==> config.mk <==
export PLATFORM = sky130hd
export DESIGN_NAME = pwm_duty_sequencer
export DESIGN_NICKNAME = d
export VERILOG_FILES = /design/src/rtl/pwm_duty_sequencer.sv
export SDC_FILE = /design/constraint.sdc
export NUM_CORES = 1
export LEC_CHECK = 0
export BUFFER_PORTS_ARGS = -buffer_cell sky130_fd_sc_hd__buf_2
export CAP_MARGIN = 20
export CORE_MARGIN = 1.5
export CORE_UTILIZATION = 57
export CTS_CLUSTER_DIAMETER = 100
export DETAILED_ROUTE_END_ITERATION = 10
export GPL_ROUTABILITY_DRIVEN = 0
export HOLD_SLACK_MARGIN = 0.03
export PLACE_DENSITY = 0.78
export SLEW_MARGIN = 40
export SYNTH_ARGS = -nofsm -noshare
export SYNTH_HDL_FRONTEND = slang
export SYNTH_SLANG_ARGS = --single-unit
==> constraint.sdc <==
create_clock -name CLK -period 2.8 [get_ports CLK]
set_clock_uncertainty 0.05 [all_clocks]
set_input_delay 0.56 -clock CLK [delete_from_list [all_inputs] [get_ports CLK]]
set_output_delay 0.56 -clock CLK [all_outputs]
set_load 0.05 [all_outputs]
==> src/rtl/pwm_duty_sequencer.sv <==
// pwm_duty_sequencer: PWM tick/period timing plus duty sequencing in MANUAL and BREATHE modes
module pwm_duty_sequencer #(
    parameter int DUTY_W           = 8,
    parameter int PRESCALE_BITS    = 7,
    parameter int STEP             = 5,
    parameter int PERIODS_PER_STEP = 4
) (
    input  logic              CLK,
    input  logic              RST,
    input  logic              up_req,
    input  logic              dn_req,
    input  logic              mode_toggle,
    output logic              pwm_tick,
    output logic              period_start,
    output logic [DUTY_W-1:0] duty,
    output logic [DUTY_W-1:0] target,
    output logic              breathing
);
    localparam int SC_W = PERIODS_PER_STEP > 1 ? $clog2(PERIODS_PER_STEP) : 1;
    localparam logic [DUTY_W:0]   STEP_X  = (DUTY_W+1)'(STEP);
    localparam logic [DUTY_W-1:0] MAX     = '1;
    localparam logic [SC_W-1:0]   SC_LAST = SC_W'(PERIODS_PER_STEP - 1);

    typedef enum logic [1:0] {MANUAL, BREATHE_UP, BREATHE_DOWN} state_t;

    state_t                   state;
    logic [PRESCALE_BITS-1:0] prescaler;
    logic [DUTY_W-1:0]        period_cnt;
    logic [SC_W-1:0]          step_cnt;
    logic [DUTY_W:0]          sum;
    logic [DUTY_W:0]          diff;
    logic [DUTY_W-1:0]        sat_up;
    logic [DUTY_W-1:0]        sat_dn;
    logic                     do_step;

    assign pwm_tick     = &prescaler;
    assign period_start = pwm_tick && (&period_cnt);

    // One-bit-wider arithmetic: the carry/borrow bit selects the saturation value
    always_comb begin
        sum     = {1'b0, target} + STEP_X;
        diff    = {1'b0, target} - STEP_X;
        sat_up  = sum[DUTY_W] ? MAX : sum[DUTY_W-1:0];
        sat_dn  = diff[DUTY_W] ? '0 : diff[DUTY_W-1:0];
        do_step = (state != MANUAL) && period_start && (step_cnt == SC_LAST);
    end

    // Free-running prescaler and PWM period counter
    always_ff @(posedge CLK) begin
        if (RST) begin
            prescaler  <= '0;
            period_cnt <= '0;
        end else begin
            prescaler <= prescaler + 1'b1;
            if (pwm_tick)
                period_cnt <= period_cnt + 1'b1;
        end
    end

    // Mode FSM; target moves freely, duty only takes target at period boundaries
    always_ff @(posedge CLK) begin
        if (RST) begin
            state     <= MANUAL;
            breathing <= 1'b0;
            target    <= '0;
            duty      <= '0;
            step_cnt  <= '0;
        end else begin
            if (period_start)
                duty <= target;
            if (state == MANUAL) begin
                if (up_req && !dn_req)
                    target <= sat_up;
                else if (dn_req && !up_req)
                    target <= sat_dn;
                if (mode_toggle) begin
                    state     <= BREATHE_UP;
                    breathing <= 1'b1;
                    step_cnt  <= '0;
                end
            end else begin
                if (period_start)
                    step_cnt <= (step_cnt == SC_LAST) ? '0 : step_cnt + 1'b1;
                if (do_step)
                    target <= (state == BREATHE_UP) ? sat_up : sat_dn;
                if (mode_toggle) begin
                    state     <= MANUAL;
                    breathing <= 1'b0;
                end else if (do_step && state == BREATHE_UP && sat_up == MAX)
                    state <= BREATHE_DOWN;
                else if (do_step && state == BREATHE_DOWN && sat_dn == '0)
                    state <= BREATHE_UP;
            end
        end
    end
endmodule
; ---- Word level (Yosys, flattened, before mapping)
; Index checks and enable logic that the tools add are counted.
[op_classes]
n_bitwise = 0
div = 0
n_mux = 19
shift = 0
reduce_logical = 22
eq_ne = 6
n_mul = 0
n_addsub = 5
magnitude_cmp = 0
[ops]
columns = operator, count
row1 = $mux 8, 7
row2 = $mux 2, 9
row3 = $add 8x3->9 const B, 1
row4 = $logic_and 1x1->1, 9
row5 = $sub 8x3->9 const B, 1
row6 = $add 8x1->8 const B, 1
row7 = $eq 8x8->1 const B, 1
row8 = $logic_not 8->1, 1
row9 = $reduce_and 8->1, 1
row10 = $add 7x1->7 const B, 1
row11 = $reduce_and 7->1, 1
row12 = $reduce_and 2->1, 3
row13 = $reduce_bool 2->1, 3
row14 = $eq 2x2->1 const B, 2
row15 = $mux 1, 3
row16 = $ne 3x1->1 const B, 1
row17 = $reduce_bool 3->1, 1
row18 = $add 2x1->2 const B, 1
row19 = $eq 2x1->1 const B, 1
row20 = $logic_not 1->1, 2
row21 = $logic_not 2->1, 1
row22 = $ne 2x2->1 const B, 1
[totals]
reg_bits = 36
mem_count = 0
in_bits = 5
output_inout_bits = 19
latch_bits = 0
mem_bits_ro = 0
wordCells = 59
mem_bits_rw = 0

; ---- Logic depth before layout (Yosys ltp)
[depth]
ltp_word = 10
depth_mapped = 8
ltp_nobuf = 7

; ---- Worst setup path after synthesis
; No wires, ideal clock.
[synth_path]
path_type = register to register
start = register target[0]
end = register state[0]
required_time_ns = 2.619
setup_time_ns = 0.131
stages_incl_launch_ff = 9
path_buffers = 1
period_less_slack_ns = 2.399
setup_slack_ns = 0.401
arrival_ns = 2.218
cell_sequence = dfxtp_1 > clkbuf_1 > inv_1 > ha_1 > nand2b_1 > a2111oi_0 > nor3_1 > o41ai_1 > nand3_1
[synth_between]
elab_chain_cells = 7
elab_cells_between_ends = 13
cone_classes = add/sub (2) / eq/ne (1) / mux (5) / reduce/logical (5)
[synth_lines]
columns = item, line
row1 = "start, declared", 16  ; output logic [DUTY_W-1:0] target,
row2 = "start signal, assigned", 73  ; target <= sat_up;
row3 = "start signal, assigned", 75  ; target <= sat_dn;
row4 = "start signal, assigned", 85  ; target <= (state == BREATHE_UP) ? sat_up : sat_dn;
row5 = $add 8x3->9, 41  ; sum = {1'b0, target} + STEP_X;
row6 = $mux 8, 43  ; sat_up = sum[DUTY_W] ? MAX : sum[DUTY_W-1:0];
row7 = $eq 8x8->1, 89  ; end else if (do_step && state == BREATHE_UP && sat_up == MAX)
row8 = $logic_and 1x1->1, 89
row9 = $mux 2, 89
row10 = $mux 2, 86  ; if (mode_toggle) begin
row11 = $mux 2, 71  ; if (state == MANUAL) begin
row12 = "end signal, assigned", 87  ; state <= MANUAL;
row13 = "end signal, assigned", 90  ; state <= BREATHE_DOWN;
row14 = "end signal, assigned", 92  ; state <= BREATHE_UP;
row15 = "end, declared", 26  ; state_t state;
; Parallel ways exist; a longest one is shown, timed or not.
; A chain may end at the register's enable or synchronous reset.

; ---- Final worst setup path
[layout_path]
start = register prescaler[0]
end = output port period_start
[layout_between]
elab_chain_cells = 2
[layout_lines]
columns = item, line
row1 = "start, declared", 27  ; logic [PRESCALE_BITS-1:0] prescaler;
row2 = "start signal, assigned", 54  ; prescaler <= prescaler + 1'b1;
row3 = $reduce_and 7->1, 36  ; assign pwm_tick = &prescaler;
row4 = $logic_and 1x1->1, 37  ; assign period_start = pwm_tick && (&period_cnt);
row5 = "end, declared", 14  ; output logic period_start,
; Every way passes these cells.

==> results.toml <==
[sta]
finalSetupTns_ns = 0
timing.hold.ws_ns = 0.4105
rsz0062_at_grt = "false"
final-setup-viol-count = 0
fmax_mhz = 398.6
final_max_slew_viol_count = 0
tightest_slew_ns = 0.7704
finalHoldViolCount = 0
relSlewSlack_pct = 48.48
min_period_ns = 2.509
finalCritPeriodShare_pct = 89.59

[drt]
drc = 0
dr.pass1.iters = 4
via_count = 1864
antenna_left = 0
routedWlPerCell_um = 14.31
drt_iter0_markers = 223
viasPerCell = 5.994
finalWirelength_um = 4449

[clocking]
cts-buffers-inserted = 5
cts_tree = "yes"
cts.path.max_buffers = 2
cts_setup_buffers = 0
clk_latency_ns = 0.36
cts-htree-levels = 2
cts_resized = 0
clk_pin_slew_ns = 0.10
cts_root_buf = "clkbuf_4"
cts.sinks = 36
hold_buffers = 0

[cells_and_area]
drive_gt1_share_pct = 13.58
nNetsFinal = 274
finish.utilization_pct = 65.17
diodes = 0
areaGrowthSynthToFinish_pct = 9.861

[setup_path]
crit_end = "period_start"
end_kind = "output pin"
regToRegStartpoint = "prescaler[0]"
reg2regPathDepth = 6
cp_slowest_stage_delay_ns = 0.44
worst_r2r_endpoint = "target[0]"
critPathMaxFanout = 3
crit_start = "prescaler[0]"
start_kind = "flip-flop"
arrival_ns = 1.90
cp.required_ns = 2.19
crit_type = "reg -> out"
critical_path.slowest_cell = "nor4_4"
cp_cell_sequence = "ha_1 > nand4_1 > nor4_4 > buf_2"
rrSetupSlack_ns = 0.49

[die]
ios = 24
initial_utilization_pct = 59.32
fp.dieW_um = 61.93
rows = 21
fp.coreArea_um2 = 3337
die_y_um = 61.93
dieArea_um2 = 3835

[logic_synthesis]
ys_types = 46
syn_nets = 254
ys_ff_latch = 36
synth_common_cells = "36 x dfxtp_1, 29 x nor2_1, 17 x a21oi_1"
yosys.area.top_type = "dfxtp_1"
syn-cell-area_um2 = 1979
synth.most_common_cell = "dfxtp_1"
syn-mean-instance-area_um2 = 8.112
synthArstFlopShare_pct = 0
ys_top_cells_by_area = "dfxtp_1 36%, nor2_1 5.5%, mux2i_1 5.1%, a21oi_1 4.3%, nand3_1 4.0%"
synth_top_area_share_pct = 36.41
synth-main-ff-cell = "dfxtp_1"
synth_warnings = 0
ys_seq_area_share_pct = 36.41
synth_edf_count = 0
syn_inst = 244

[global_routing]
grt_pass1_wl_um = 7169
antenna_found_initial = 0
grt_overflow = 0
grt_pass1_vias = 1538
grt_usage_pct = 25.78
grt_max_degree = 26

[pwr]
powerDensity_nw_per_um2 = 515.7
ir_drop_mv = 0.3423
cellLeakagePower_nw = 0.8143

[placed_design]
numPortBuffers = 23
dp_hpwl_um = 3168

[outcome]
outcome = "finished clean"

[flow_run]
cap_violations = 0

[min_path]
hold_class = "reg -> reg"
==> per-stage QoR <==
stage | std cells | power, mW | area (µm²) | setup slack, ns
floorplan | 244 | 0.7732 | 1979 | 0.4013
global placement | 303 | 0.8241 | 2112 | 0.5465
detailed placement | 303 | 0.8250 | 2112 | 0.4931
CTS | 311 | 1.125 | 2175 | 0.2477
global route | 311 | 1.173 | 2175 | 0.1820
finish | 311 | 1.121 | 2175 | 0.2914
==> area by class of cell <==
type                    instances  area (µm²)
fillers                       299        1162
multi-input cells             183        1151
flip-flops and latches         36       720.7
repair buffers                 26       137.6
well taps                      46       57.56
clock buffers                   7       55.05
inverters                      12       45.04
clock inverters                 1       7.507
==> worst min path at each step <==
stage	from	endpoint	slack (ns)	cells past startpoint
6_report	prescaler[0]	prescaler[0]	0.41	1
5_1_grt	prescaler[0]	prescaler[0]	0.44	1
4_1_cts	prescaler[0]	prescaler[0]	0.42	1
3_5_place_dp	prescaler[0]	prescaler[0]	0.39	1
3_3_place_gp	prescaler[0]	prescaler[0]	0.38	1
2_1_floorplan	prescaler[0]	prescaler[0]	0.37	1
==> sequential cells by signal, indices dropped and copies added (netlist names) <==
register,flops
breathing,1
duty,8
period_cnt,8
prescaler,7
state,2
step_cnt,2
target,8
==> cell families (layout without fill, tap and decap cells) <==
family / Yosys count / in the layout / synth area share, %
compound gates: 52 / 52 / 17.95
xor+xnor: 11 / 11 / 4.867
fa+ha+maj: 5 / 5 / 3.161
buf+inv: 25 / 46 / 5.436
flops: 36 / 36 / 36.41
mux: 10 / 10 / 5.057
simple gates: 105 / 105 / 27.12
==> per-layer routing <==
metal	GRT usage [%]	share of wire (%)
met1	32.02	42
met2	41.95	49
met3	7.039	6.5
met4	11.25	2.4
met5	0	0
==> where the power goes <==
| part | switching (mW) | total [mW] | leakage [nW] | internal [mW] |
|---|---|---|---|---|
| clock network | 0.179 | 0.302 | 0.0315 | 0.123 |
| logic | 0.169 | 0.254 | 0.491 | 0.0850 |
| registers | 0.0351 | 0.565 | 0.292 | 0.530 |
==> cell usage in the layout, fill, tap and decap left out, types with 8 or more instances in the layout <==
cell type  synthesis  routed
nand2_1           15      15
a21oi_1           17      17
dfxtp_1           36      36
nor2_1            29      29
buf_2              5      23
inv_1             12      12
nand4_1            8       8
nor3_1            12      12
nand3_1           16      16
mux2i_1           10      10
o21ai_0            8       8
==> worst max-delay path: cells and delay by family (launching register included) <==
family | cells | cell delay [ns]
DFF | 1 | 0.37
and+or+nand+nor | 2 | 0.64
adders and majority gates | 1 | 0.21
buffers and inverters | 1 | 0.34
Power figures use the tool's default switching activity.
